`src/rtl/if_ctrl.sv`:
```
// if_ctrl: fetch-stage sequencer arbitrating load-use stalls, redirects and a
// variable-latency instruction memory, with saturating stall/flush counters.
module if_ctrl #(
    parameter int unsigned WAIT_LIMIT = 15
) (
    input  logic        clk,
    input  logic        rst,
    input  logic        load_use_hazard,
    input  logic        is_jump,
    input  logic        branch_taken,
    input  logic        imem_ready,
    output logic        imem_req,
    output logic        pc_write,
    output logic        pc_src,
    output logic        is_j,
    output logic        ifid_write,
    output logic        ifid_flush,
    output logic        idex_bubble,
    output logic        fetch_err,
    output logic [15:0] stall_cnt,
    output logic [15:0] flush_cnt
);
    localparam logic [1:0] S_FETCH = 2'd0;
    localparam logic [1:0] S_WAIT  = 2'd1;
    localparam logic [1:0] S_ERR   = 2'd2;

    logic [1:0]  r_state, w_next;
    logic [7:0]  r_wait;
    logic [15:0] r_stall, r_flush;
    logic        w_fetch, w_wait, w_hold, w_redir, w_miss;

    assign w_fetch = !rst && r_state == S_FETCH;
    assign w_wait  = !rst && r_state == S_WAIT;
    assign w_hold  = w_fetch && load_use_hazard;
    assign w_redir = w_fetch && !load_use_hazard && (is_jump || branch_taken);
    // A miss in WAIT keeps the same outputs even on the cycle that escalates to ERR.
    assign w_miss  = !imem_ready && (w_wait || (w_fetch && !load_use_hazard && !is_jump && !branch_taken));

    always_comb begin
        imem_req    = w_fetch || w_wait;
        pc_write    = imem_req && !w_hold && !w_miss;
        is_j        = w_redir && is_jump;
        pc_src      = w_redir && !is_jump;
        ifid_write  = imem_req && !w_hold;
        ifid_flush  = w_redir || w_miss;
        idex_bubble = w_hold;
        fetch_err   = !rst && r_state == S_ERR;
        stall_cnt   = rst ? 16'd0 : r_stall;
        flush_cnt   = rst ? 16'd0 : r_flush;
        w_next      = r_state;
        if (w_fetch && w_miss)
            w_next = S_WAIT;
        else if (w_wait)
            w_next = imem_ready ? S_FETCH : (r_wait == 8'(WAIT_LIMIT) ? S_ERR : S_WAIT);
    end

    always_ff @(posedge clk) begin
        if (rst) begin
            r_state <= S_FETCH;
            r_wait  <= 8'd0;
            r_stall <= 16'd0;
            r_flush <= 16'd0;
        end else begin
            r_state <= w_next;
            if (w_fetch && w_miss)
                r_wait <= 8'd1;
            else if (w_wait && w_miss)
                r_wait <= r_wait + 8'd1;
            if ((w_hold || w_miss) && r_stall != 16'hFFFF)
                r_stall <= r_stall + 16'd1;
            if (w_redir && r_flush != 16'hFFFF)
                r_flush <= r_flush + 16'd1;
        end
    end
endmodule

```
`config.mk`:
```
export PLATFORM = sky130hd
export DESIGN_NAME = if_ctrl
export DESIGN_NICKNAME = d
export VERILOG_FILES = /design/src/rtl/if_ctrl.sv
export SDC_FILE = /design/constraint.sdc
export NUM_CORES = 1
export LEC_CHECK = 0
export ABC_AREA = 1
export CAP_MARGIN = 0
export CORE_AREA = 3 3 74 104
export CTS_BUF_LIST = sky130_fd_sc_hd__clkbuf_16
export CTS_CLUSTER_DIAMETER = 50
export CTS_CLUSTER_SIZE = 12
export DETAILED_ROUTE_END_ITERATION = 10
export DIE_AREA = 0 0 77 107
export PLACE_DENSITY_LB_ADDON = 0.15
export SLEW_MARGIN = 20
export SYNTH_ARGS = -nofsm -noshare
export SYNTH_HDL_FRONTEND = slang
export SYNTH_SLANG_ARGS = --single-unit
```
`constraint.sdc`:
```
create_clock -name clk -period 2.78 [get_ports clk]
set_input_delay 0.556 -clock clk [delete_from_list [all_inputs] [get_ports clk]]
set_output_delay 0.556 -clock clk [all_outputs]
set_load 0.01 [all_outputs]
```
# Word-level counts from Yosys, hierarchy flattened
# Cells that the tools add are included.
# word_totals
reg_bits,42
inputBits,6
output_inout_bits,40
wordCells,55
# op_classes
add_sub_neg,3
n_eq_ne,5
mux,8
n_reduce_logical,33
# ops
op,n
"adder 16 x 1 -> 16 bit, second input constant",2
2-to-1 mux 16 bit,2
"inequality test 16 bit, second input constant",2
logical AND 1 bit,17
"adder 8 x 1 -> 8 bit, second input constant",1
"equality test 8 x 4 -> 1 bit, second input constant",1
logical NOT 1 bit,7
logical OR 1 bit,5
2-to-1 mux 1 bit,4
2-to-1 mux 2 bit,2
nonzero test 2 bit,2
"equality test 2 x 1 -> 1 bit, second input constant",1
"equality test 2 bit, second input constant",1
logical NOT 2 bit,1
OR reduction 2 bit,1

# Logic depth before layout (Yosys ltp)
# Gate-level depths: netlist (run 1).
# logic_depth
depth_word,10
ltp_mapped,11
depth_no_buf,10

# Least setup slack after synthesis (run 1)
# No wires, ideal clock.
# synth_timing
path_type,in2out
from,in rst
to,out pc_write
t_arrival_ns,1.458
t_required_ns,2.224
slack_ns,0.766
stages,6
n_path_buf,2
path_cell_list,buf_2 -> inv_2 -> nand4_4 -> nand3_4 -> buf_6 -> a21oi_1
# synth_via
elab_chain_cells,9
elab_cells_between_ends,14
classes_between,reduce/logical: 14
# synth_lines
element,line,source
from (decl),7,"input logic rst,"
logical NOT 1 bit (*),"32, 33",
logical AND 1 bit,32,assign w_fetch = !rst && r_state == S_FETCH;
logical AND 1 bit (3 in series),37,assign w_miss = !imem_ready && (w_wait || (w_fetch && !load_use_hazard && !is_jump && !branch_taken));
logical OR 1 bit,37,
logical AND 1 bit,37,
logical NOT 1 bit,41,pc_write = imem_req && !w_hold && !w_miss;
logical AND 1 bit (*),41,
to (decl),13,"output logic pc_write,"
# Every way passes the cells marked *; elsewhere a longest branch is shown, timed or not.

# Final worst setup path (run 1)
# layout_timing
from,in is_jump
to,out pc_write
# layout_via
elab_chain_cells,7
# layout_lines
element,line,source
from (decl),9,"input logic is_jump,"
logical NOT 1 bit,37,
logical AND 1 bit (2 in series),37,
logical OR 1 bit,37,
logical AND 1 bit,37,
logical NOT 1 bit,41,
logical AND 1 bit,41,
# No other way between the ends.

==> results of run 1 <==
[cell families after synthesis]
group           share of synthesized area, %
compound gates                          10.4
xor+xnor                                5.48
fa+ha+maj                               1.31
buf+inv                                 11.7
flops                                   29.2
simple gates                            41.9
[flip-flops by register name, summed over array words and instances, names as in the netlist]
signal	cells
r_state	2
r_stall	16
r_wait	8
r_flush	16
[how the worst min path moves through the flow]
stage | startpoint | to | slack [ps] | depth (start not counted)
5_1_grt | r_wait[7] | r_wait[7] | 520 | 2
3_5_place_dp | r_wait[7] | r_wait[7] | 490 | 2
6_report | r_wait[7] | r_wait[7] | 500 | 2
3_3_place_gp | r_wait[7] | r_wait[7] | 480 | 2
2_1_floorplan | r_stall[15] | r_stall[15] | 470 | 2
4_1_cts | r_wait[7] | r_wait[7] | 500 | 2
[cell usage in the layout (no fill, tap or decap), drive strengths merged, types with 7 or more instances in the layout]
cell type / instances
nand4: 12
clkdlybuf4s50: 44
o21ai: 11
dfxtp: 42
nor2: 81
inv: 60
nand3: 34
nand2: 115
nor3: 7
xor2: 17
a21oi: 32
[power groups by stage]
stage / clock [uW] / sequential [uW] / combinational [uW]
floorplan: 0 / 625 / 89.6
global placement: 0 / 627 / 122
detailed placement: 0 / 627 / 123
CTS: 767 / 613 / 122
global route: 790 / 614 / 134
finish: 752 / 613 / 121
[cell type report]
class | instances | area [sq um]
Timing Repair Buffer | 49 | 475
Fill cell | 710 | 3330
Inverter | 61 | 239
Tap cell | 95 | 119
Clock buffer | 5 | 125
Sequential cell | 42 | 841
Clock inverter | 3 | 63.8
Multi-Input combinational cell | 316 | 1700
[tightest hold or removal path: stages (launching register included)]
cell and delay, ps:
dfxtp_1 330, nand2_1 70, a21oi_1 50
[per-layer routing]
metal / wire (um) / vias to the layer above
li1: - / 1434
met1: 2930 / 1233
met2: 3330 / 54
met3: 221 / 14
met4: 165 / 0
met5: 0 / -
[per-stage QoR]
| stage | util [%] | hold WS (ps) |
|---|---|---|
| final | 51.7 | 498 |
| after CTS | 51.7 | 502 |
| after detailed placement | 48.9 | 493 |
| after floorplan | - | 467 |
| after global routing | 51.7 | 525 |
| after global placement | 48.9 | 484 |
==> impl_metrics.json, run 1 <==
{
  "slew_headroom_pct": 61.2,
  "rsz0062_at_grt": "false",
  "worstPathArrival_ps": 2130,
  "p_sw_uw": 325,
  "rows": 36,
  "cp_max_fo": 5,
  "hold_viol_final": 0,
  "reg2reg_from": "r_stall[1]",
  "place_ws_ps": 81.7,
  "cp-startpoint": "is_jump",
  "cts.clk_slew.worst_paths_ps": 60,
  "crit_slowest_cell": "clkdlybuf4s50_1",
  "syn_area_per_cell_sq_um": 6.67,
  "clock_latency_ps": 280,
  "synthTopCellsByArea": "dfxtp_1 (29%), nand2_1 (11%), nor2_1 (10%)",
  "endpoint": "pc_write",
  "netlist_instances": 431,
  "async_reset_ff_share_pct": 0,
  "max-vdd-ir-drop_mv": 0.326,
  "cts_buffers": 5,
  "synth_edf_count": 0,
  "internal_power_uw": 1160,
  "setup_slack_ps": 91.4,
  "cp.depth": 8,
  "seq_power_share_pct": 41.3,
  "die_area_sq_mm": 0.00824,
  "cts_resized": 0,
  "core_region_area_sq_mm": 0.00689,
  "die_h_um": 107,
  "timing.reg2reg.setup_slack_ps": 890,
  "synth.top_cell.area_share_pct": 29.2,
  "crit_chain": "clkdlybuf4s50_1 > inv_1 > nand2_1 > nor2_1 > nand2_4 > nand3_4 > a21oi_1 > clkdlybuf4s50_1",
  "place_inst": 563,
  "clock_path_buffers": 2,
  "yosysSeqAreaShare_pct": 29.2,
  "r2r-end": "r_stall[0]",
  "period_needed_ps": 2690,
  "final_cells": 571,
  "htreeDepth": 2,
  "maxCapViolCount": 0,
  "setup_tns_ps": 0,
  "worst_r2r_path_depth": 8,
  "grtUsageTotal_pct": 17.0,
  "post_cts_buffers": 0,
  "drc": 0,
  "dr.pass1.iters": 4,
  "die_w_um": 77,
  "final_layout_size_suffix_gt1_share_pct": 15.1,
  "drt_iter0_markers": 85,
  "cts_tree": "done",
  "use_met1_pct": 18.5,
  "final_antenna_net_count": 0,
  "cpPeakStageDelay_ps": 550,
  "clkPwrFrac_pct": 50.6,
  "p_per_area_mw_per_mm2": 417,
  "grt_util_met3_pct": 2.86,
  "vias_per_cell": 4.79,
  "synth-seq-cells": 42,
  "numPortBuffers": 45,
  "hold_path.class": "reg2reg",
  "tightest_slew_ps": 581,
  "grt_util_met2_pct": 31.9,
  "worstSetupStartpointType": "input pin",
  "grt.busiest_layer": "met2",
  "power_leakage_uw": 0.00133,
  "crit_path_frequent_cell": "clkdlybuf4s50_1",
  "synth_common_cells": "nand2_1 (86), nor2_1 (77), inv_1 (57), dfxtp_1 (42), nand3_1 (33)",
  "synth_nets": 440,
  "switching_share_pct": 21.9,
  "synth.most_common_cell": "nand2_1",
  "critPathCaptureType": "output pin",
  "setup_viol": 0,
  "crit_buf_inv": 3,
  "ios": 46,
  "clock-root-buffer": "clkbuf_16",
  "grt_pass1_wl_um": 11600,
  "grt_max_degree": 49,
  "synth_cell_types": 31,
  "gr-total-overflow": 0,
  "num_antenna_cells": 0,
  "post_drt_wl_per_cell_um": 11.6,
  "drv_slew": 0,
  "power_uw": 1490,
  "path_class": "in2out",
  "cp_top_family": "buffers and inverters",
  "place_hpwl_um": 4840,
  "cts.sinks": 42,
  "p_comb_share_pct": 8.1,
  "syn2layout_area_growth_pct": 23.8,
  "ys_warn_count": 0,
  "final_nets": 484,
  "initial_core_util_pct": 41.7,
  "fmax_ghz": 0.372,
  "post-route-period-util_pct": 96.7,
  "required_ps": 2220,
  "stdcell_area_sq_mm": 0.00356,
  "wl_um": 6650,
  "yosysTopAreaCell": "dfxtp_1",
  "grt_pass1_vias": 2673,
  "place.gp.congestion": 0.830,
  "grt_antenna_before_repair": 0,
  "synth_area_sq_mm": 0.00288,
  "vias": 2735,
  "placed_area_sq_mm": 0.00337,
  "synth_top_flop_cell": "dfxtp_1",
  "hold_buffers": 0,
  "fin_skew_ps": 2.43,
  "status": "completed"
}
No activity file was read; power rests on OpenSTA's default activity.
==> inputs of run 2 (changes only) <==
--- a/config.mk
+++ b/config.mk
@@ -14,6 +14,7 @@
 export DETAILED_ROUTE_END_ITERATION = 10
 export DIE_AREA = 0 0 77 107
 export PLACE_DENSITY_LB_ADDON = 0.15
+export SETUP_SLACK_MARGIN = 0.02
 export SLEW_MARGIN = 20
 export SYNTH_ARGS = -nofsm -noshare
 export SYNTH_HDL_FRONTEND = slang
==> results of run 2 <==
The final DEF is identical to that of run 1; final timing and power are the same.
==> inputs of run 3 (changes only) <==
==> constraint.sdc (replaced) <==
create_clock -name clk -period 2.4 [get_ports clk]
set_input_delay 0.48 -clock clk [delete_from_list [all_inputs] [get_ports clk]]
set_output_delay 0.48 -clock clk [all_outputs]
set_load 0.01 [all_outputs]
==> run 3 against run 2 <==
Net effect:
- sequential cell count stayed put
- critical path type unchanged
- clock skew is 1.9 ps higher
- setup slack better by 100 ps
- worst hold slack better by 8.5 ps
- final area is 1.3% higher
- largest power group unchanged
- wire length is 0.11% higher
- sequential share of layout area is 0.30 points lower
- global-route usage is 0.17 points higher
- combinational power is 17% higher
- final cell count is 0.88% higher
- first-iteration DRC count is 56% higher
- non-clock buffer count is 5 higher
==> impl_metrics.json, run 3 (synthesis gave the netlist of run 1 again) <==
{
  "rsz0062_at_grt": "false",
  "path_class": "in2out",
  "top_regs": "r_flush: 16 flops, r_stall: 16 flops, r_wait: 8 flops",
  "vias": 2745,
  "p_comb_share_pct": 8.2,
  "maxCapViolCount": 0,
  "cts_buffers": 5,
  "slew_headroom_pct": 72.9,
  "internal_power_uw": 1350,
  "die_w_um": 77,
  "syn2layout_area_growth_pct": 25.4,
  "dr.pass1.iters": 4,
  "cts_tree": "done",
  "final_cell_mix": "nand2_1 (85), nor2_1 (76), inv_1 (57)",
  "die_area_sq_mm": 0.00824,
  "setup_viol": 0,
  "hold_path.class": "reg2reg",
  "r2r-end": "r_stall[0]",
  "htreeDepth": 2,
  "p_sw_uw": 384,
  "critPathCaptureType": "output pin",
  "clock_latency_ps": 290,
  "worst_r2r_path_depth": 9,
  "drc": 0,
  "final_layout_size_suffix_gt1_share_pct": 16.4,
  "fmax_ghz": 0.454,
  "initial_core_util_pct": 41.7,
  "fillers": 711,
  "timing.reg2reg.setup_slack_ps": 680,
  "numPortBuffers": 45,
  "seq_power_share_pct": 41.0,
  "rows": 36,
  "power_leakage_uw": 0.00139,
  "grtUsageTotal_pct": 17.2,
  "clkPwrFrac_pct": 50.8,
  "drv_slew": 0,
  "vias_per_cell": 4.77,
  "wl_um": 6660,
  "fin_skew_ps": 4.32,
  "hold_viol_final": 0,
  "worstPathArrival_ps": 1720,
  "switching_share_pct": 22.2,
  "layout_commonest_cell": "nand2_1",
  "power_uw": 1730,
  "ios": 46,
  "endpoint": "pc_write",
  "required_ps": 1920,
  "final_antenna_net_count": 0,
  "drt_iter0_markers": 133,
  "grt_antenna_before_repair": 0,
  "gr-total-overflow": 0,
  "cts.clk_slew.worst_paths_ps": 60,
  "max-vdd-ir-drop_mv": 0.328,
  "status": "completed",
  "post_drt_wl_per_cell_um": 11.6,
  "clock_path_buffers": 2,
  "final_nets": 489,
  "place_hpwl_um": 4950,
  "clock-root-buffer": "clkbuf_16",
  "stdcell_area_sq_mm": 0.00360,
  "die_h_um": 107,
  "post-route-period-util_pct": 91.8,
  "core_region_area_sq_mm": 0.00689,
  "place_inst": 568,
  "cp-startpoint": "is_jump",
  "tightest_slew_ps": 406,
  "num_antenna_cells": 0,
  "final_cells": 576,
  "worstSetupStartpointType": "input pin",
  "place.gp.congestion": 0.878,
  "grt_max_degree": 36,
  "reg2reg_from": "r_state[0]",
  "cp_max_fo": 3,
  "cts.sinks": 42,
  "placed_area_sq_mm": 0.00341,
  "period_needed_ps": 2200,
  "grt_pass1_wl_um": 11600,
  "p_per_area_mw_per_mm2": 480,
  "grt_pass1_vias": 2600
}
-- run 3: changes by cell type in the layout (fill, tap and decap cells not counted), sizes merged --
| cell | delta |
|---|---|
| buf | +5 |
| clkdlybuf4s50 | -4 |
| dlygate4sd2 | +2 |
| dlymetal6s2s | +2 |
-- run 3: what timing repair did --
| action | 4_1_cts | 5_1_grt |
|---|---|---|
| setup buffers | 0 | 0 |
| gates resized for setup | 3 | 3 |
| endpoints found under the setup margin | 2 | 2 |
| gates cloned | 0 | 0 |
| pin swaps | 0 | 1 |
| hold buffers | 0 | 0 |
-- run 3: routing by layer --
layer | wire, um | part of all wire [%] | GRT usage [%]
met1 | 2860 | 43 | 19.1
met2 | 3390 | 51 | 31.5
met4 | 158 | 2.4 | 7.00
met5 | 0 | 0 | 0
met3 | 244 | 3.7 | 3.61
-- run 3: power by group through the flow --
stage	logic, uW	clock network [uW]	registers (uW)
after floorplan	104	0	724
after global placement	145	0	726
after detailed placement	145	0	726
after CTS	144	904	710
after global routing	157	923	711
final	141	879	710
-- run 3: area by class of cell --
cell class / instances / area (sq um) / area share [%]
tap: 95 / 119 / 3.30
inverter: 61 / 239 / 6.63
timing repair buffer: 54 / 515 / 14.3
sequential: 42 / 841 / 23.3
multi-input combinational: 316 / 1700 / 47.2
clock inverter: 3 / 63.8 / 1.77
clock buffer: 5 / 125 / 3.47
-- run 3: critical path, cell delays in order --
cell             delay, ps
clkdlybuf4s50_1        480
inv_1                   70
nand2_2                110
nor2_2                  60
nand2_4                 80
nand3_4                 60
a21oi_1                110
dlygate4sd2_1          280
-- run 3: worst min-delay path by stage --
stage	start	end	slack, ps	depth (start not counted)
4_1_cts	r_wait[7]	r_wait[7]	510	2
2_1_floorplan	r_stall[15]	r_stall[15]	470	2
6_report	r_wait[7]	r_wait[7]	510	2
3_3_place_gp	r_wait[7]	r_wait[7]	480	2
5_1_grt	r_wait[5]	r_wait[5]	530	2
3_5_place_dp	r_wait[7]	r_wait[7]	500	2
-- run 3: metrics by stage --
stage | utilization (%) | setup TNS (ps) | setup WS (ps) | hold slack, ps
2_1_floorplan | - | 0 | 538 | 467
3_3_place_gp | 49.5 | -214 | -126 | 482
3_5_place_dp | 49.5 | -247 | -152 | 499
4_1_cts | 52.2 | 0 | 29.6 | 508
5_1_grt | 52.3 | 0 | 107 | 528
6_report | 52.3 | 0 | 196 | 506
